===== config.mk =====
export PLATFORM = sky130hd
export DESIGN_NAME = fnd_time_display
export DESIGN_NICKNAME = d
export VERILOG_FILES = /design/src/rtl/fnd_time_display_pkg.sv /design/src/rtl/fnd_seg_decoder.sv /design/src/rtl/fnd_time_display.sv
export SDC_FILE = /design/constraint.sdc
export NUM_CORES = 1
export LEC_CHECK = 0
export BUFFER_PORTS_ARGS = -buffer_cell sky130_fd_sc_hd__buf_2
export CAP_MARGIN = 5
export CORE_MARGIN = 8
export CORE_UTILIZATION = 30
export CTS_CLUSTER_DIAMETER = 40
export DETAILED_ROUTE_END_ITERATION = 6
export HOLD_SLACK_MARGIN = 0.1
export PLACE_DENSITY = 0.46
export SETUP_SLACK_MARGIN = 0.02
export SYNTH_ARGS = -nofsm -noshare
export SYNTH_HDL_FRONTEND = slang
export SYNTH_SLANG_ARGS = --single-unit

===== constraint.sdc =====
create_clock -name clk -period 5.72 [get_ports clk]
set_input_delay 0.572 -clock clk [delete_from_list [all_inputs] [get_ports clk]]
set_output_delay 0.572 -clock clk [all_outputs]
set_load 0.1 [all_outputs]

===== src/rtl/fnd_time_display_pkg.sv =====
// Shared constants and helpers for the 4-digit common-anode time display.
// Segment codes are active-low {dp,g,f,e,d,c,b,a} with the decimal point off.
package fnd_time_display_pkg;

  localparam logic [7:0] SEG_0      = 8'hC0;
  localparam logic [7:0] SEG_1      = 8'hF9;
  localparam logic [7:0] SEG_2      = 8'hA4;
  localparam logic [7:0] SEG_3      = 8'hB0;
  localparam logic [7:0] SEG_4      = 8'h99;
  localparam logic [7:0] SEG_5      = 8'h92;
  localparam logic [7:0] SEG_6      = 8'h82;
  localparam logic [7:0] SEG_7      = 8'hF8;
  localparam logic [7:0] SEG_8      = 8'h80;
  localparam logic [7:0] SEG_9      = 8'h90;
  localparam logic [7:0] SEG_BLANK  = 8'hFF;
  localparam logic [7:0] DP_ON_MASK = 8'h7F;

  localparam int         NUM_DIGITS     = 4;
  localparam logic [6:0] DP_BLINK_LIMIT = 7'd50;

  typedef enum logic {
    MODE_SEC_MSEC = 1'b0,
    MODE_HOUR_MIN = 1'b1
  } mode_e;

  // x*205/2048 equals x/10 exactly for every 7-bit x.
  function automatic logic [3:0] div10(input logic [6:0] x);
    return 4'(({8'd0, x} * 15'd205) >> 11);
  endfunction

  function automatic logic [3:0] mod10(input logic [6:0] x, input logic [3:0] q);
    return 4'(x - 7'({3'd0, q} * 7'd10));
  endfunction

endpackage


===== src/rtl/fnd_seg_decoder.sv =====
// Combinational digit-to-segment decoder, active-low outputs.
// Values above 9 blank the digit; dp_on lights the decimal point.
module fnd_seg_decoder
  import fnd_time_display_pkg::*;
(
  input  logic [3:0] digit,
  input  logic       dp_on,
  output logic [7:0] seg
);

  logic [7:0] code_s;

  // Digit lookup with blanking for anything out of range.
  always_comb begin
    code_s = SEG_BLANK;
    case (digit)
      4'd0:    code_s = SEG_0;
      4'd1:    code_s = SEG_1;
      4'd2:    code_s = SEG_2;
      4'd3:    code_s = SEG_3;
      4'd4:    code_s = SEG_4;
      4'd5:    code_s = SEG_5;
      4'd6:    code_s = SEG_6;
      4'd7:    code_s = SEG_7;
      4'd8:    code_s = SEG_8;
      4'd9:    code_s = SEG_9;
      default: code_s = SEG_BLANK;
    endcase
  end

  // Decimal point overlay.
  always_comb begin
    seg = code_s;
    if (dp_on) begin
      seg = code_s & DP_ON_MASK;
    end else begin
      seg = code_s;
    end
  end

endmodule


===== src/rtl/fnd_time_display.sv =====
// Multiplexed 4-digit time display: snapshots the time buses once per frame
// and scans digits right to left with registered, glitch-aligned COM/segments.
module fnd_time_display
  import fnd_time_display_pkg::*;
#(
  parameter int SCAN_COUNT = 100_000
) (
  input  logic       clk,
  input  logic       rst,
  input  logic [6:0] msec,
  input  logic [5:0] sec,
  input  logic [5:0] min,
  input  logic [4:0] hour,
  input  logic       sw_mode,
  output logic [3:0] fnd_com,
  output logic [7:0] fnd_data
);

  localparam int CNT_W = (SCAN_COUNT > 1) ? $clog2(SCAN_COUNT) : 1;
  localparam logic [CNT_W-1:0] CNT_LAST = CNT_W'(SCAN_COUNT - 1);

  logic [CNT_W-1:0] scan_cnt_r;
  logic [1:0]       dig_idx_r;
  logic [6:0]       snap_msec_r;
  logic [5:0]       snap_sec_r;
  logic [5:0]       snap_min_r;
  logic [4:0]       snap_hour_r;
  mode_e            snap_mode_r;

  logic       scan_tick_s;
  logic       frame_end_s;
  logic [6:0] lo_s;
  logic [6:0] hi_s;
  logic [3:0] lo_tens_s;
  logic [3:0] hi_tens_s;
  logic [3:0] digit_s;
  logic       dp_on_s;
  logic [7:0] seg_s;

  assign scan_tick_s = (scan_cnt_r == CNT_LAST);
  assign frame_end_s = scan_tick_s && (dig_idx_r == 2'(NUM_DIGITS - 1));

  // Digit dwell counter and digit index.
  always_ff @(posedge clk) begin
    if (rst) begin
      scan_cnt_r <= '0;
      dig_idx_r  <= 2'd0;
    end else if (scan_tick_s) begin
      scan_cnt_r <= '0;
      dig_idx_r  <= dig_idx_r + 2'd1;
    end else begin
      scan_cnt_r <= scan_cnt_r + CNT_W'(1);
    end
  end

  // Frame snapshot, taken as the scan wraps back to digit 0.
  always_ff @(posedge clk) begin
    if (rst) begin
      snap_msec_r <= 7'd0;
      snap_sec_r  <= 6'd0;
      snap_min_r  <= 6'd0;
      snap_hour_r <= 5'd0;
      snap_mode_r <= MODE_SEC_MSEC;
    end else if (frame_end_s) begin
      snap_msec_r <= msec;
      snap_sec_r  <= sec;
      snap_min_r  <= min;
      snap_hour_r <= hour;
      snap_mode_r <= mode_e'(sw_mode);
    end
  end

  // Field select for the low and high digit pairs.
  always_comb begin
    lo_s = snap_msec_r;
    hi_s = {1'b0, snap_sec_r};
    if (snap_mode_r == MODE_HOUR_MIN) begin
      lo_s = {1'b0, snap_min_r};
      hi_s = {2'b00, snap_hour_r};
    end else begin
      lo_s = snap_msec_r;
      hi_s = {1'b0, snap_sec_r};
    end
  end

  assign lo_tens_s = div10(lo_s);
  assign hi_tens_s = div10(hi_s);

  // Pick the digit being scanned.
  always_comb begin
    digit_s = 4'd0;
    case (dig_idx_r)
      2'd0:    digit_s = mod10(lo_s, lo_tens_s);
      2'd1:    digit_s = lo_tens_s;
      2'd2:    digit_s = mod10(hi_s, hi_tens_s);
      2'd3:    digit_s = hi_tens_s;
      default: digit_s = 4'd0;
    endcase
  end

  assign dp_on_s = (dig_idx_r == 2'd2) && (snap_msec_r < DP_BLINK_LIMIT);

  fnd_seg_decoder u_seg_decoder (
    .digit (digit_s),
    .dp_on (dp_on_s),
    .seg   (seg_s)
  );

  // COM and segments share one register stage so they switch together.
  always_ff @(posedge clk) begin
    if (rst) begin
      fnd_com  <= 4'b1111;
      fnd_data <= 8'hFF;
    end else begin
      fnd_com  <= ~(4'b0001 << dig_idx_r);
      fnd_data <= seg_s;
    end
  end

endmodule


==> metrics.md, run 1 <==
| Metric | Value |
|---|---|
| Sequential cell area fraction in the yosys report | `0.270` |
| Die outline width | `134 µm` |
| Count of unique library cells instantiated by Yosys | `55` |
| Peak VDD IR | `112 µV` |
| Post-synthesis cell count | `468` |
| DRT Wirelength | `9800 µm` |
| Cell family with the largest share of critical-path delay | `adder cells` |
| Combinational family with the most area after synthesis | `adder cells` |
| Tightest Hold Check Type | `reg -> reg` |
| Placeable core area | `0.0137 mm²` |
| Placed cells | `686` |
| Std-Cell Rows | `43` |
| Net count reported at finish | `628` |
| Hold Crit Start | `snap_sec_r[3]` |
| Routed vias/inst | `4.70` |
| Wire length per cell | `14.0 µm` |
| Shortest clock period the worst path allows after layout | `5.56 ns` |
| Iteration-0 DRC count of the detailed router | `100` |
| P_leak | `0.00239 µW` |
| Share of layout cells above drive strength 1 | `0.217` |
| Number of detailed-route iterations in the first pass | `4` |
| Remaining design rule violation count | `0` |
| Starting Density | `0.303` |
| Average cell area after synthesis | `8.88 µm²` |
| Highest-count cells in the layout ignoring fill and taps | `nand2_1, ha_1, dfxtp_1` |
| Clock tree from TritonCTS | `done` |
| Final Wtd Congestion | `0.825` |
| Latest clock arrival within the worst-skew pair | `0.31 ns` |
| Register clock-pin slew on the reported worst setup and hold paths | `0.07 ns` |
| Buffer depth of the longest clock path | `2` |
| Combined area of all synthesized cells | `0.00416 mm²` |
| Data arrival time of the worst path | `5.73 ns` |
| Endpoint of the worst-slack reg-to-reg timing path | `fnd_data[3]` |
| XOR/XNOR share of the synthesized area | `0.0581` |
| Number of antenna violations at the first check in global routing | `0` |
| P per Cell Area | `163 mW/mm²` |
| Reg-to-reg startpoint | `snap_mode_r` |
| Largest stage delay on the critical path | `0.52 ns` |
| Period utilization | `0.972` |
| Multiplexer share of the synthesized area | `0.0334` |
| Worst Hold Path Cells | `2` |
| Synth Area in Compound Gates | `0.118` |
| Hold bufs inserted after CTS | `0` |
| Clock sink count | `56` |
| Deepest level of the CTS H-tree | `2` |
| Total overflow reported by the global router | `0` |
| Adder and majority cell fraction of the synthesized area | `0.273` |
| Register-to-register setup slack | `0.16 ns` |
| Endpoint kind of the worst setup timing path | `flop` |
| Fin. Hold Viols | `0` |
| Type of element launching the critical path | `flop` |
| Final HPWL DP | `7690 µm` |
| Area grow syn2layout | `22.3%` |
| Highest fanout seen on the critical path | `8` |
| Diodes inserted | `0` |
| Remaining max-slew budget at the tightest pin | `0.254` |
| Vertical extent of the die | `134 µm` |
| Maximum operating frequency | `180 MHz` |
| Basic-gate share of the synthesized area counting and, or, nand and nor cells | `0.198` |
| Master of the slowest instance on the critical path | `fa_1` |
| Post-synth net total | `576` |
| Predominant post-synthesis flop cell | `dfxtp_1` |
| Number of setup violations in the final report | `0` |
| Cell-by-cell listing of the critical path | `mux2_4, ha_4, fa_1, ha_1, inv_1, fa_1, inv_1, ha_4, nand3_2, a211oi_4, o31a_4, nor2_8, xnor2_2, ha_2, fa_2, xor2_1, xnor3_1, xor2_2, a221oi_2, a21oi_2, or4_1` |
| Clock tree skew after final layout | `0.0112 ns` |
| Run status | `finished, final reports clean` |
| Number of maximum-capacitance constraint violations | `0` |
| Vias in the first global route | `3319` |
| Total number of vias | `3287` |
| Count of buffers inserted at the top-level ports | `38` |
| Root buf cell | `clkbuf_16` |
| Max-slew violation count | `0` |
| R2R depth | `21` |
| Worst-Margin Slew | `1.11 ns` |
| Die outline area | `0.0179 mm²` |
| Worst-case hold path end point | `snap_sec_r[3]` |
| Ys Warns | `0` |
| GRT Resource Usage Total | `0.112` |
| Number of synthesized flops with an enable pin | `0` |
| Ports placed on the boundary | `39` |
| Leading cell type in the layout, fill and taps excluded | `nand2_1` |
| Unrepaired setup endpoints after global routing | `yes` |
| TritonCTS buffer count | `5` |
| DRT antenna net count | `0` |
| Required time of the critical path | `5.89 ns` |
| Async S/R FF share, synth | `0` |
| Register bit count reported by yosys | `56` |
| Class of the most critical setup path | `reg -> reg` |
| Number of standard cells in the layout, taps in and fillers out | `700` |
| Hold slack | `0.454 ns` |
| Combined buffer and inverter count along the critical path | `2` |
| Largest net degree at the start of global routing | `41` |
| Global-route wire length before repair | `16200 µm` |
[state kept, by name, summed over array words and instances, names as in the netlist]
| name | cells |
|---|---|
| fnd_com | 4 |
| snap_sec_r | 6 |
| snap_min_r | 6 |
| scan_cnt_r | 17 |
| snap_hour_r | 5 |
| snap_mode_r | 1 |
| fnd_data | 8 |
| snap_msec_r | 7 |
| dig_idx_r | 2 |
[report_power, final]
part | internal [µW] | switching, µW | leakage (µW)
clock network | 249 | 142 | 0.0000899
registers | 394 | 2.67 | 0.000455
logic | 11.7 | 31.8 | 0.00185
[metal layers]
| metal | up-vias | global-route usage | routed length [µm] |
|---|---|---|---|
| met2 | 38 | 0.192 | 4780 |
| met1 | 1537 | 0.136 | 4560 |
| met4 | 0 | 0.0337 | 143 |
| met3 | 10 | 0.0267 | 315 |
| met5 | - | 0 | 0 |
| li1 | 1702 | - | - |
[how the worst max path moves through the flow]
stage,start,end,slack (ns),cells past startpoint
4_1_cts,snap_mode_r,fnd_data[0],0.03,20
3_5_place_dp,snap_mode_r,fnd_data[0],-0.10,20
6_report,snap_mode_r,fnd_data[3],0.16,21
5_1_grt,snap_mode_r,fnd_data[3],-0.05,21
3_3_place_gp,snap_mode_r,fnd_data[0],-0.08,20
2_1_floorplan,snap_mode_r,fnd_data[0],0.05,23
[area by class of cell]
cell class	instances	area, µm²
inverter	38	143
clock inverter	2	60.1
clock buffer	5	125
fill	1412	8640
timing repair buffer	62	370
sequential	56	1120
multi-input combinational	357	3040
tap	180	225
[kinds of logic after synthesis]
family          after synthesis
fa+ha+maj                    81
buf+inv                      55
compound gates               70
mux                          13
xor+xnor                     26
simple gates                167
flops                        56
[synthesized netlist by cell type, drive strengths merged (2+ instances only)]
library cell	count	share of area
a211oi	4	0.0084
nand2	65	0.059
xor2	13	0.027
a31oi	2	0.0030
and2	4	0.0060
or4	2	0.0036
mux2i	6	0.014
nor2	36	0.036
ha	65	0.20
fa	16	0.077
nand2b	5	0.0075
dfxtp	56	0.27
or3	4	0.0060
nor4	5	0.0090
a221oi	3	0.0093
nor3	5	0.0060
mux2	7	0.019
inv	38	0.034
nand3	17	0.020
o21bai	2	0.0036
a311o	2	0.0048
o21ai	8	0.0096
xnor2	12	0.025
nor4b	3	0.0078
and3	4	0.0060
nor2b	7	0.011
a211o	2	0.0042
nand4	6	0.0090
clkbuf	16	0.014
a21o	2	0.0036
a21oi	34	0.042
nand3b	2	0.0066
[worst min-delay path: stages, from the launching register on]
cell and delay, ns:
dfxtp_1 0.31, nand2_1 0.05, a21oi_1 0.05
[stage by stage]
stage	power [µW]	area, µm²	utilization	setup slack, ns	TNS (ns)
detailed placement	450	4680	0.341	-0.101	-0.163
global route	863	5080	0.371	-0.0518	-0.0817
floorplan	435	4230	-	0.0465	0
CTS	845	4870	0.355	0.0277	0
finish	831	5080	0.371	0.159	0
global placement	450	4680	0.341	-0.0758	-0.130
[timing repair]
action | CTS | global route
setup buffers | 0 | 7
resized for setup | 2 | 25
endpoints found under the setup margin | 4 | 7
pin swaps | 0 | 19
Power figures use the tool's default switching activity.
==> run 2: changes to the inputs <==
--- a/config.mk
+++ b/config.mk
@@ -5,7 +5,7 @@
 export SDC_FILE = /design/constraint.sdc
 export NUM_CORES = 1
 export LEC_CHECK = 0
-export BUFFER_PORTS_ARGS = -buffer_cell sky130_fd_sc_hd__buf_2
+export BUFFER_PORTS_ARGS = -buffer_cell sky130_fd_sc_hd__buf_4
 export CAP_MARGIN = 5
 export CORE_MARGIN = 8
 export CORE_UTILIZATION = 30
@@ -14,6 +14,7 @@
 export HOLD_SLACK_MARGIN = 0.1
 export PLACE_DENSITY = 0.46
 export SETUP_SLACK_MARGIN = 0.02
+export SLEW_MARGIN = 20
 export SYNTH_ARGS = -nofsm -noshare
 export SYNTH_HDL_FRONTEND = slang
 export SYNTH_SLANG_ARGS = --single-unit
==> metrics.md, run 2 (synthesis gave the netlist of run 1 again) <==
| Metric | Value |
|---|---|
| Run status | `finished, final reports clean` |
| Switching part of the total | `0.250 (+0.0371)` |
| Max-slew violation count | `0 (unchanged)` |
| TritonCTS buffer count | `5 (unchanged)` |
| Total overflow reported by the global router | `0 (unchanged)` |
| Number of detailed-route iterations in the first pass | `4 (unchanged)` |
| Number of antenna violations at the first check in global routing | `0 (unchanged)` |
| Hold bufs inserted after CTS | `0 (unchanged)` |
| Number of maximum-capacitance constraint violations | `0 (unchanged)` |
| Worst Hold Path Cells | `2 (unchanged)` |
| Peak VDD IR | `100 µV (-10%)` |
| Part of the total power dissipated in sequential elements | `0.515 (+0.038)` |
| Class of the most critical setup path | `reg -> reg` |
| Deepest level of the CTS H-tree | `2 (unchanged)` |
| Top Registers | `scan_cnt_r: 17 flops, fnd_data: 8 flops, snap_msec_r: 7 flops` |
| Number of setup violations in the final report | `0 (unchanged)` |
| Placed cells | `686 (unchanged)` |
| Clock sink count | `56 (unchanged)` |
| Required time of the critical path | `5.90 ns (about the same)` |
| Buffer depth of the longest clock path | `2 (unchanged)` |
| Switching power | `192 µW (+8.7%)` |
| Period utilization | `0.971 (-0.00112)` |
| GRT Resource Usage Total | `0.114 (+0.00204)` |
| Worst slack at placement | `-0.236 ns (-0.136 ns)` |
| Final Wtd Congestion | `0.811 (-1.7%)` |
| Clock share of power | `0.419 (-0.051)` |
| Remaining max-slew budget at the tightest pin | `0.402 (+0.148)` |
| Die outline area | `0.0179 mm² (unchanged)` |
| Type of element launching the critical path | `flop` |
| Largest net degree at the start of global routing | `41 (unchanged)` |
| Largest Register | `scan_cnt_r` |
| Clock tree skew after final layout | `0.00676 ns (-0.00440 ns)` |
| Cell-by-cell listing of the critical path | `mux2_4, ha_4, ha_4, fa_1, inv_1, fa_1, inv_2, ha_4, nand4_1, a211oi_4, o31a_4, nor2_8, xnor2_2, ha_2, fa_2, xor2_2, xnor3_1, xor2_2, a221oi_2, a21oi_2, or4_4` |
| Data arrival time of the worst path | `5.73 ns (about the same)` |
| Flip-flop count of the largest register, all copies and words added | `17 (unchanged)` |
| Vias in the first global route | `3495 (+5.3%)` |
| R2R depth | `21 (unchanged)` |
| Count of buffers inserted at the top-level ports | `38 (unchanged)` |
| Highest-count cells in the layout ignoring fill and taps | `nand2_1, buf_4, ha_1` |
| Final setup margin | `0.166 ns (+0.00639 ns)` |
| Highest fanout seen on the critical path | `8 (unchanged)` |
| Unrepaired setup endpoints after global routing | `yes` |
| Starting Density | `0.303 (unchanged)` |
| Diodes inserted | `0 (unchanged)` |
| Vertical extent of the die | `134 µm (unchanged)` |
| Root buf cell | `clkbuf_16` |
| Die outline width | `134 µm (unchanged)` |
| Area grow syn2layout | `24.0%` |
| P_leak | `0.00243 µW (+1.4%)` |
| Share of layout cells above drive strength 1 | `0.229 (+0.0117)` |
| Total number of vias | `3322 (+1.1%)` |
| Std-Cell Rows | `43 (unchanged)` |
| Largest stage delay on the critical path | `0.49 ns (-0.03 ns)` |
| Internal Dissipation | `576 µW (-12%)` |
| Net count reported at finish | `631 (+0.48%)` |
| Fin. Hold Viols | `0 (unchanged)` |
| DRT antenna net count | `0 (unchanged)` |
| Register clock-pin slew on the reported worst setup and hold paths | `0.08 ns (about the same)` |
| Worst-Margin Slew | `0.897 ns (-0.212 ns)` |
| Routed vias/inst | `4.72 (+0.49%)` |
| Remaining design rule violation count | `0 (unchanged)` |
| Number of standard cells in the layout, taps in and fillers out | `704 (+0.57%)` |
| Ports placed on the boundary | `39 (unchanged)` |
| Wire length per cell | `14.1 µm (+0.49%)` |
| DRT Wirelength | `9900 µm (+1.1%)` |
| Maximum operating frequency | `180 MHz (+0.12%)` |
| Global-route wire length before repair | `16700 µm (+3.1%)` |
| Tightest Hold Check Type | `reg -> reg` |
| Latest clock arrival within the worst-skew pair | `0.31 ns (about the same)` |
| Endpoint kind of the worst setup timing path | `flop` |
| Final HPWL DP | `7790 µm (+1.2%)` |
| Shortest clock period the worst path allows after layout | `5.55 ns (-0.00638 ns)` |
| Iteration-0 DRC count of the detailed router | `100 (unchanged)` |
| Hold slack | `0.455 ns (+0.000513 ns)` |
| Power share of the combinational group | `0.066 (+0.014)` |
| Placeable core area | `0.0137 mm² (unchanged)` |
| P per Cell Area | `149 mW/mm² (-8.8%)` |
| Clock tree from TritonCTS | `done` |
| Cell repeated most along the worst path | `ha_4` |
| Master of the slowest instance on the critical path | `fa_1` |
==> run 2: changes by cell type in the layout (fill, tap and decap cells not counted), sizes merged <==
cell	change
buf	+3
bufinv	-2
clkinv	+2
inv	+1
==> run 2: path summary, 6_finish.rpt <==
check                                      end  slack, ns           start
worst min register to register  snap_hour_r[1]       0.45  snap_hour_r[1]
worst max-delay path               fnd_data[3]       0.17     snap_mode_r
worst min-delay path            snap_hour_r[1]       0.45  snap_hour_r[1]
worst max register to register     fnd_data[3]       0.17     snap_mode_r
==> run 2: layout make-up <==
| class | count | area (µm²) |
|---|---|---|
| Clock buffer | 5 | 125 |
| Clock inverter | 3 | 22.5 |
| Fill cell | 1411 | 8560 |
| Inverter | 38 | 143 |
| Multi-Input combinational cell | 357 | 3030 |
| Sequential cell | 56 | 1120 |
| Tap cell | 180 | 225 |
| Timing Repair Buffer | 65 | 488 |
==> run 2: repair_timing <==
item	CTS	global route
endpoints found under the setup margin	7	7
resized for setup	7	21
buffers inserted	6	4
pin swaps	9	18
==> run 2: power groups by stage <==
stage | Sequential, µW | Combinational, µW | Clock, µW
4_1_cts | 396 | 51.0 | 337
3_5_place_dp | 406 | 50.8 | 0
3_3_place_gp | 406 | 50.6 | 0
5_1_grt | 397 | 53.8 | 353
2_1_floorplan | 425 | 10.2 | 0
6_report | 396 | 50.5 | 322
==> run 2: per-stage QoR <==
stage	setup TNS (ns)	cell area (µm²)	total power, µW	utilization
2_1_floorplan	0	4230	435	-
3_3_place_gp	-0.367	4770	456	0.348
3_5_place_dp	-0.808	4770	457	0.348
4_1_cts	0	5000	784	0.365
5_1_grt	-0.0807	5150	803	0.376
6_report	0	5150	769	0.376
==> run 2: worst max-delay path, delay by kind of cell, from the launching register on <==
kind | cells | cell delay [ns]
AND/OR/NAND/NOR | 3 | 0.59
multiplexers | 1 | 0.37
flip-flops | 1 | 0.45
buffers and inverters | 2 | 0.10
XOR/XNOR | 4 | 0.74
AO/OA/AOI/OAI | 4 | 0.85
adder cells (fa/ha/maj) | 7 | 2.31
==> run 2: per-layer routing <==
layer / GRT usage / routed length, µm
met5: 0 / 0
met4: 0.0262 / 91
met1: 0.141 / 4670
met2: 0.195 / 4810
met3: 0.0286 / 335
